--- config.mk ---
export PLATFORM = sky130hd
export DESIGN_NAME = display_scanout_flat
export DESIGN_NICKNAME = d
export VERILOG_FILES = /design/src/rtl/display_scanout_if.sv /design/src/rtl/display_scanout.sv /design/src/flat_wrapper.sv
export SDC_FILE = /design/constraint.sdc
export NUM_CORES = 1
export LEC_CHECK = 0
export CAP_MARGIN = 40
export CORE_MARGIN = 2
export CORE_UTILIZATION = 51
export DETAILED_ROUTE_END_ITERATION = 6
export GPL_TIMING_DRIVEN = 0
export PLACE_DENSITY = 0.91
export SLEW_MARGIN = 40
export SYNTH_ARGS = -nofsm -noshare
export SYNTH_HDL_FRONTEND = slang
export SYNTH_SLANG_ARGS = --single-unit
--- constraint.sdc ---
create_clock -name clk -period 3.1 [get_ports clk]
set_clock_uncertainty 0.1 [all_clocks]
set_input_delay 0.465 -clock clk [delete_from_list [all_inputs] [get_ports clk]]
set_output_delay 0.465 -clock clk [all_outputs]
set_load 0.005 [all_outputs]
--- src/rtl/display_scanout_if.sv ---
// display_scanout_if: frame buffer read port between scanout and buffer.
// master = scanout side, slave = buffer side.
interface display_scanout_if;
  logic        rd_en;
  logic [19:0] rd_addr;
  logic [7:0]  r_in;
  logic [7:0]  g_in;
  logic [7:0]  b_in;

  modport master (
    output rd_en, rd_addr,
    input  r_in, g_in, b_in
  );

  modport slave (
    input  rd_en, rd_addr,
    output r_in, g_in, b_in
  );
endinterface

--- src/rtl/display_scanout.sv ---
// display_scanout: raster scan of the RGB frame buffer to display timing.
// Optional SCANOUT_TEST_PATTERN_EN adds pattern_sel for 8 colour bars.
module display_scanout #(
  parameter int unsigned H_ACTIVE = 100,
  parameter int unsigned H_FRONT  = 4,
  parameter int unsigned H_SYNC   = 8,
  parameter int unsigned H_BACK   = 4,
  parameter int unsigned V_ACTIVE = 100,
  parameter int unsigned V_FRONT  = 2,
  parameter int unsigned V_SYNC   = 2,
  parameter int unsigned V_BACK   = 2
) (
  input  logic clk,
  input  logic reset,
  input  logic enable,
`ifdef SCANOUT_TEST_PATTERN_EN
  input  logic pattern_sel,
`endif
  display_scanout_if.master fb,
  output logic [7:0] r_out,
  output logic [7:0] g_out,
  output logic [7:0] b_out,
  output logic de,
  output logic hsync,
  output logic vsync,
  output logic frame_start,
  output logic busy
);
  localparam int unsigned H_TOTAL =
    H_ACTIVE + H_FRONT + H_SYNC + H_BACK;
  localparam int unsigned V_TOTAL =
    V_ACTIVE + V_FRONT + V_SYNC + V_BACK;
  localparam int HW = $clog2(H_TOTAL + 1);
  localparam int VW = $clog2(V_TOTAL + 1);

  localparam logic [HW-1:0] H_LAST  = HW'(H_TOTAL - 1);
  localparam logic [VW-1:0] V_LAST  = VW'(V_TOTAL - 1);
  localparam logic [HW-1:0] H_ACT   = HW'(H_ACTIVE);
  localparam logic [VW-1:0] V_ACT   = VW'(V_ACTIVE);
  localparam logic [HW-1:0] HA_LAST = HW'(H_ACTIVE - 1);
  localparam logic [VW-1:0] VA_LAST = VW'(V_ACTIVE - 1);
  localparam logic [HW-1:0] HS_BEG  = HW'(H_ACTIVE + H_FRONT);
  localparam logic [HW-1:0] HS_END  =
    HW'(H_ACTIVE + H_FRONT + H_SYNC);
  localparam logic [VW-1:0] VS_BEG  = VW'(V_ACTIVE + V_FRONT);
  localparam logic [VW-1:0] VS_END  =
    VW'(V_ACTIVE + V_FRONT + V_SYNC);

  typedef enum logic {IDLE, RUN} state_t;

  state_t        state, state_n;
  logic [HW-1:0] h_cnt;
  logic [VW-1:0] v_cnt;
  logic [19:0]   addr;
  logic          run, last, active;
  logic          hs_c, vs_c, fs_c;
  logic          de1, hs1, vs1, fs1;
  logic [7:0]    r_n, g_n, b_n;

  assign run    = (state == RUN);
  assign last   = (h_cnt == H_LAST) && (v_cnt == V_LAST);
  assign active = run && (h_cnt < H_ACT) && (v_cnt < V_ACT);
  assign hs_c   = run && (h_cnt >= HS_BEG) && (h_cnt < HS_END);
  assign vs_c   = run && (v_cnt >= VS_BEG) && (v_cnt < VS_END);
  assign fs_c   = run && (h_cnt == '0) && (v_cnt == '0);
  assign busy   = run;

  assign fb.rd_addr = addr;
`ifdef SCANOUT_TEST_PATTERN_EN
  assign fb.rd_en = active & ~pattern_sel;
`else
  assign fb.rd_en = active;
`endif

  always_ff @(posedge clk) begin
    if (reset) state <= IDLE;
    else       state <= state_n;
  end

  // enable only matters in IDLE and on the final cycle of a frame
  always_comb begin
    state_n = state;
    unique case (state)
      IDLE: if (enable) state_n = RUN;
      RUN:  if (last && !enable) state_n = IDLE;
      default: state_n = IDLE;
    endcase
  end

  always_ff @(posedge clk) begin
    if (reset || !run) begin
      h_cnt <= '0;
      v_cnt <= '0;
    end else if (h_cnt == H_LAST) begin
      h_cnt <= '0;
      v_cnt <= (v_cnt == V_LAST) ? '0 : v_cnt + 1'b1;
    end else begin
      h_cnt <= h_cnt + 1'b1;
    end
  end

  always_ff @(posedge clk) begin
    if (reset || !run) begin
      addr <= '0;
    end else if (active) begin
      if (h_cnt == HA_LAST && v_cnt == VA_LAST) addr <= '0;
      else addr <= addr + 20'd1;
    end
  end

`ifdef SCANOUT_TEST_PATTERN_EN
  logic [HW-1:0] h1;
  logic          pat1;
  logic [2:0]    bar;
  logic [7:0]    bar_pix;

  always_ff @(posedge clk) begin
    if (reset) begin
      h1   <= '0;
      pat1 <= 1'b0;
    end else begin
      h1   <= h_cnt;
      pat1 <= pattern_sel;
    end
  end

  assign bar     = 3'((32'(h1) * 32'd8) / 32'(H_ACTIVE));
  assign bar_pix = {bar, 5'd0};
`endif

  always_comb begin
    r_n = fb.r_in;
    g_n = fb.g_in;
    b_n = fb.b_in;
`ifdef SCANOUT_TEST_PATTERN_EN
    if (pat1) begin
      r_n = bar_pix;
      g_n = bar_pix;
      b_n = bar_pix;
    end
`endif
  end

  // two-stage delay so sync/de line up with the registered buffer data
  always_ff @(posedge clk) begin
    if (reset) begin
      de1         <= 1'b0;
      hs1         <= 1'b0;
      vs1         <= 1'b0;
      fs1         <= 1'b0;
      de          <= 1'b0;
      hsync       <= 1'b0;
      vsync       <= 1'b0;
      frame_start <= 1'b0;
      r_out       <= '0;
      g_out       <= '0;
      b_out       <= '0;
    end else begin
      de1         <= active;
      hs1         <= hs_c;
      vs1         <= vs_c;
      fs1         <= fs_c;
      de          <= de1;
      hsync       <= hs1;
      vsync       <= vs1;
      frame_start <= fs1;
      r_out       <= de1 ? r_n : '0;
      g_out       <= de1 ? g_n : '0;
      b_out       <= de1 ? b_n : '0;
    end
  end
endmodule

--- src/flat_wrapper.sv ---
// flat-port wrapper written by rule: the top's interface ports become plain ports
module display_scanout_flat 
#(
  parameter int unsigned H_ACTIVE = 100,
  parameter int unsigned H_FRONT  = 4,
  parameter int unsigned H_SYNC   = 8,
  parameter int unsigned H_BACK   = 4,
  parameter int unsigned V_ACTIVE = 100,
  parameter int unsigned V_FRONT  = 2,
  parameter int unsigned V_SYNC   = 2,
  parameter int unsigned V_BACK   = 2
)
  (clk, reset, enable, r_out, g_out, b_out, de, hsync, vsync, frame_start, busy, fb_rd_en, fb_rd_addr, fb_r_in, fb_g_in, fb_b_in);
  display_scanout_if fb_i ();
  input  logic clk;
  input  logic reset;
  input  logic enable;
  output logic [7:0] r_out;
  output logic [7:0] g_out;
  output logic [7:0] b_out;
  output logic de;
  output logic hsync;
  output logic vsync;
  output logic frame_start;
  output logic busy;
  output wire logic [$bits(fb_i.rd_en)-1:0] fb_rd_en;
  output wire logic [$bits(fb_i.rd_addr)-1:0] fb_rd_addr;
  input wire logic [$bits(fb_i.r_in)-1:0] fb_r_in;
  input wire logic [$bits(fb_i.g_in)-1:0] fb_g_in;
  input wire logic [$bits(fb_i.b_in)-1:0] fb_b_in;
  assign fb_rd_en = fb_i.rd_en;
  assign fb_rd_addr = fb_i.rd_addr;
  assign fb_i.r_in = fb_r_in;
  assign fb_i.g_in = fb_g_in;
  assign fb_i.b_in = fb_b_in;
  display_scanout #(.H_ACTIVE(H_ACTIVE), .H_FRONT(H_FRONT), .H_SYNC(H_SYNC), .H_BACK(H_BACK), .V_ACTIVE(V_ACTIVE), .V_FRONT(V_FRONT), .V_SYNC(V_SYNC), .V_BACK(V_BACK)) u_core (.clk(clk), .reset(reset), .enable(enable), .fb(fb_i), .r_out(r_out), .g_out(g_out), .b_out(b_out), .de(de), .hsync(hsync), .vsync(vsync), .frame_start(frame_start), .busy(busy));
endmodule
== After elaboration in Yosys (flattened, before gate mapping) ==
Index checks and enable logic that the tools add are counted.

* Flip-flop bits (word level): 67
* Word-level logic and storage cells: 53
* Output and inout port bits: 50
* Input bits: 27

* Bitwise operators: 2
* Reduce and logical (&&, ||, !) cells: 18
* $lt $le $gt $ge: 6
* Add/sub/neg operators: 3
* Muxes and demuxes: 5
* Eq/ne operators: 4

{| class="wikitable"
|+ Operators with widths
! operator !! count
|-
| 7-bit == test (second input constant) || 4
|-
| 7-bit less-than comparator (second input constant) || 4
|-
| 20-bit by 1-bit adder with 20-bit output (second input constant) || 1
|-
| 20-bit two-way mux || 1
|-
| 7-bit by 1-bit adder with 7-bit output (second input constant) || 2
|-
| 7-bit >= comparator (second input constant) || 2
|-
| 7-bit logical NOT || 2
|-
| 1-bit logical AND || 11
|-
| 7-bit two-way mux || 1
|-
| 2-bit OR reduction || 2
|-
| 1-bit logical NOT || 2
|-
| 1-bit two-way mux || 2
|-
| 1-bit inverter || 2
|-
| 1-bit case mux with 2 select lines || 1
|-
| 1-bit logical OR || 1
|}

== Logic depth before layout (Yosys ltp) ==
* Depth after elaboration: 5
* Depth in mapped cells: 7
* Gate-level depth less buffers: 6

== Worst setup path before layout ==
No wires, ideal clock.

* Path kind: register -> output
* From: register u_core.v_cnt[2]
* To: output port fb_rd_en
* Required time: 2.535 ns
* Setup slack: 1.266 ns
* Buffers on the path: 3
* Stages on the path, launching flop included: 7
* Data arrival time: 1.269 ns
* Cells stage by stage: dfxtp_1 -> buf_6 -> o311ai_4 -> nand3_2 -> buf_2 -> buf_2 -> inv_1

* Word-level cells in the longest chain between the ends: 2

{| class="wikitable"
|+ RTL lines
! item !! line !! text
|-
| start: declaration || display_scanout.sv:53 || <nowiki>logic [VW-1:0] v_cnt;</nowiki>
|-
| start signal: assignment || display_scanout.sv:96 || <nowiki>v_cnt <= (v_cnt == V_LAST) ? '0 : v_cnt + 1'b1;</nowiki>
|-
| 7-bit less-than comparator || display_scanout.sv:62 || <nowiki>assign active = run && (h_cnt < H_ACT) && (v_cnt < V_ACT);</nowiki>
|-
| 1-bit logical AND || display_scanout.sv:62 ||
|-
| end: declaration || flat_wrapper.sv:26 || <nowiki>output wire logic [$bits(fb_i.rd_en)-1:0] fb_rd_en;</nowiki>
|}

Every way passes these cells.

== Worst setup path in the final report ==
* From: register u_core.h_cnt[3]
* To: output port fb_rd_en

* Word-level cells in the longest chain between the ends: 3

{| class="wikitable"
|+ RTL lines
! item !! line !! text
|-
| start: declaration || display_scanout.sv:52 || <nowiki>logic [HW-1:0] h_cnt;</nowiki>
|-
| start signal: assignment || display_scanout.sv:98 || <nowiki>h_cnt <= h_cnt + 1'b1;</nowiki>
|-
| 7-bit less-than comparator || display_scanout.sv:62 ||
|-
| 1-bit logical AND (2 in a row) || display_scanout.sv:62 ||
|}

Every way passes these cells.

==> flow_summary.toml <==
[status]
status = "complete, no violations"

[logic_synthesis]
synth_flop_cell = "dfxtp_1"
synth_top_area_share_pct = 49.20
async_flop_share_pct = 0
yosysTopAreaCell = "dfxtp_1"
synth_compound_area_share_pct = 11.29
syn_area_per_cell_um2 = 9.987
synth_xor_area_share_pct = 3.855
syn_area_mm2 = 0.002726
syn_nets = 306
synth_most_common_cell = "dfxtp_1"
synth_seq_area_share_pct = 49.20
yosysWarnings = 0
synth_area_leaders = "dfxtp_1, and2_1, or4_4"
synth_top_family_by_area = "simple AND/OR/NAND/NOR gates"
synthCells = 273
yosys.area_share.simple_pct = 28.32
synth_fa_ha_area_share_pct = 2.754
yosys-mux-area-fraction_pct = 0.7343
synth_edf_count = 0
synth_common_cells = "dfxtp_1, and2_1, nor2_1"
synth.ff_latch_count = 67
ys_types = 39

[power]
p_total_mw = 1.772
intPower_mw = 1.391
p_per_area_mw_per_mm2 = 468.6
p_clk_share_pct = 43.6
p_seq_share_pct = 49.8
swShare_pct = 21.49
power.switching_mw = 0.3808
p_comb_share_pct = 6.5
p_leak_nw = 1.332
peakVddDrop_v = 0.0003669

[floorplan]
die_w_um = 77.12
core_mm2 = 0.005140
io-pin-count = 77
die-height_um = 77.12
start_util_pct = 53.04
die-area_mm2 = 0.005947
rows = 26

[route]
vias = 2367
viasPerCell = 5.454
drt_iter0_drc = 141
dr.pass1.iters = 4
post_drt_wl_per_cell_um = 15.26
drc = 0
ant_nets = 0
wirelength_um = 6623

[critical_path]
crit_slowest_cell = "clkdlybuf4s50_1"
path_common_cell = "buf_2"
cp-end-kind = "output port"
crit_type = "reg2out"
crit_path_max_incr_delay_ps = 500
cp_cell_sequence = "buf_2 > o311ai_2 > nand3_2 > buf_2 > buf_2 > inv_1 > clkdlybuf4s50_1"
cp_max_fo = 10
cp.arrival_ps = 2300
r2r_start = "u_core.v_cnt[2]$_SDFFE_PP0N_"
startpoint = "u_core.h_cnt[3]$_SDFF_PP0_"
start_kind = "register"
cp.required_ps = 2530

[global_routing]
grt_pass1_wl_um = 10860
grt_pass1_vias = 2289
grt_antenna_before_repair = 0
grt_max_degree = 12
grtUsageTotal_pct = 23.06
gr-total-overflow = 0

[placed_design]
port-buffer-count = 76
dp_slack_ps = 599.1
placed_area_mm2 = 0.003575
hpwl_um = 4529
routabilityCongestion = 0.8372

[sta]
hold_viol = 0
rsz0062_at_grt = "no"
worst_pin_slew_ps = 689.0
finalWorstSetupSlack_ps = 235.6
fin_tns_setup_ps = 0
finalSetupViolations = 0
period_share_pct = 92.40
fmax_mhz = 349.1
max_slew_margin_pct = 53.91
drv_slew = 0
period_needed_ps = 2864

[cts]
cts_buffers = 9
root_buffer = "clkbuf_8"
hold_buffers = 0
path_clk_slew_ps = 70
cts_tree = "built"
clock_latency_ps = 350
h-tree-depth = 3
clock_path_buffers = 2
cts_resized = 0
cts.sinks = 67
cts_setup_buffers = 0

[hold_path]
min_from = "u_core.fs1$_SDFF_PP0_"
hold_path.class = "reg2reg"

[finish]
nNetsFinal = 393
antennaDiodeCount = 0
drive_above_1_share_pct = 10.99
finalCoreUtilization_pct = 73.56
final_design_area_no_fill_mm2 = 0.003781
area_growth_syn_to_layout_pct = 38.69
nFillCells = 393

[flow_run]
cap_violations = 0
==> path summary, 6_finish.rpt <==
check | to | slack [ps] | depth (start not counted)
hold / removal | u_core.frame_start$_SDFF_PP0_ | 340 | 1
setup reg to reg | u_core.fb.rd_addr[0]$_SDFFE_PP0P_ | 1000 | 5
hold reg to reg | u_core.frame_start$_SDFF_PP0_ | 340 | 1
setup / recovery | fb_rd_en | 240 | 7
==> layout make-up <==
cell class / instances / area (um2) / share of cell area [%]
Sequential cell: 67 / 1341 / 35.47
Tap cell: 70 / 87.58 / 2.316
Clock buffer: 10 / 127.6 / 3.375
Inverter: 8 / 30.03 / 0.7942
Timing Repair Buffer: 76 / 760.7 / 20.12
Buffer: 13 / 75.07 / 1.985
Clock inverter: 5 / 78.83 / 2.085
Multi-Input combinational cell: 185 / 1280 / 33.85
==> per-layer routing <==
layer  global-route usage [%]  routed length [um]
met4                    11.96                 151
met5                        0                   0
met1                    26.43                2677
met2                    40.61                3381
met3                    4.471                 412
==> placed cells by master (no fill, tap or decap), types with 4 or more instances in the layout <==
| cell | n |
|---|---|
| clkdlybuf4s50_1 | 76 |
| dfxtp_1 | 67 |
| and2_1 | 27 |
| nor2_1 | 17 |
| nand3_1 | 14 |
| nand2_1 | 14 |
| nand4_1 | 12 |
| o31ai_1 | 10 |
| a21oi_1 | 9 |
| xor2_1 | 9 |
| clkbuf_8 | 9 |
| inv_1 | 8 |
| clkbuf_1 | 7 |
| or4_4 | 7 |
| a21oi_2 | 7 |
| and3_1 | 6 |
| or4_1 | 6 |
| ha_1 | 6 |
| nor2b_1 | 5 |
| or3_1 | 5 |
| o21ai_0 | 5 |
| and4_1 | 4 |
==> sequential cells by signal (all words and copies together), names as in the netlist, 7 cells and up <==
| name | count |
|---|---|
| u_core.g_out | 8 |
| u_core.fb.rd_addr | 20 |
| u_core.h_cnt | 7 |
| u_core.v_cnt | 7 |
| u_core.b_out | 8 |
| u_core.r_out | 8 |
==> power groups by stage <==
| stage | clock [mW] | sequential, mW | combinational (mW) |
|---|---|---|---|
| 2_1_floorplan | 0 | 0.903 | 0.0427 |
| 3_5_place_dp | 0 | 0.902 | 0.116 |
| 3_3_place_gp | 0 | 0.902 | 0.113 |
| 5_1_grt | 0.823 | 0.884 | 0.126 |
| 6_report | 0.773 | 0.883 | 0.116 |
| 4_1_cts | 0.779 | 0.882 | 0.117 |
==> worst max-delay path, delay by kind of cell, from the launching register on <==
family                 cells  cell delay [ps]
DFF                        1              290
buffers and inverters      5             1160
AOI/OAI and AO/OA          1              340
and+or+nand+nor            1              160
==> logic make-up (layout without fill, tap and decap cells) <==
kind of cell,after synthesis,after routing
AO/OA/AOI/OAI,38,38
XOR/XNOR,12,12
adder cells (fa/ha/maj),6,6
buffers and inverters,21,112
flip-flops,67,67
multiplexers,2,2
AND/OR/NAND/NOR,127,127
==> metrics by stage <==
step	hold slack, ps	instances
after detailed placement	329.7	419
after CTS	346.1	434
final	344.1	434
after global routing	365.9	434
after floorplan	313.8	273
after global placement	318.2	419
Power figures use the tool's default switching activity.
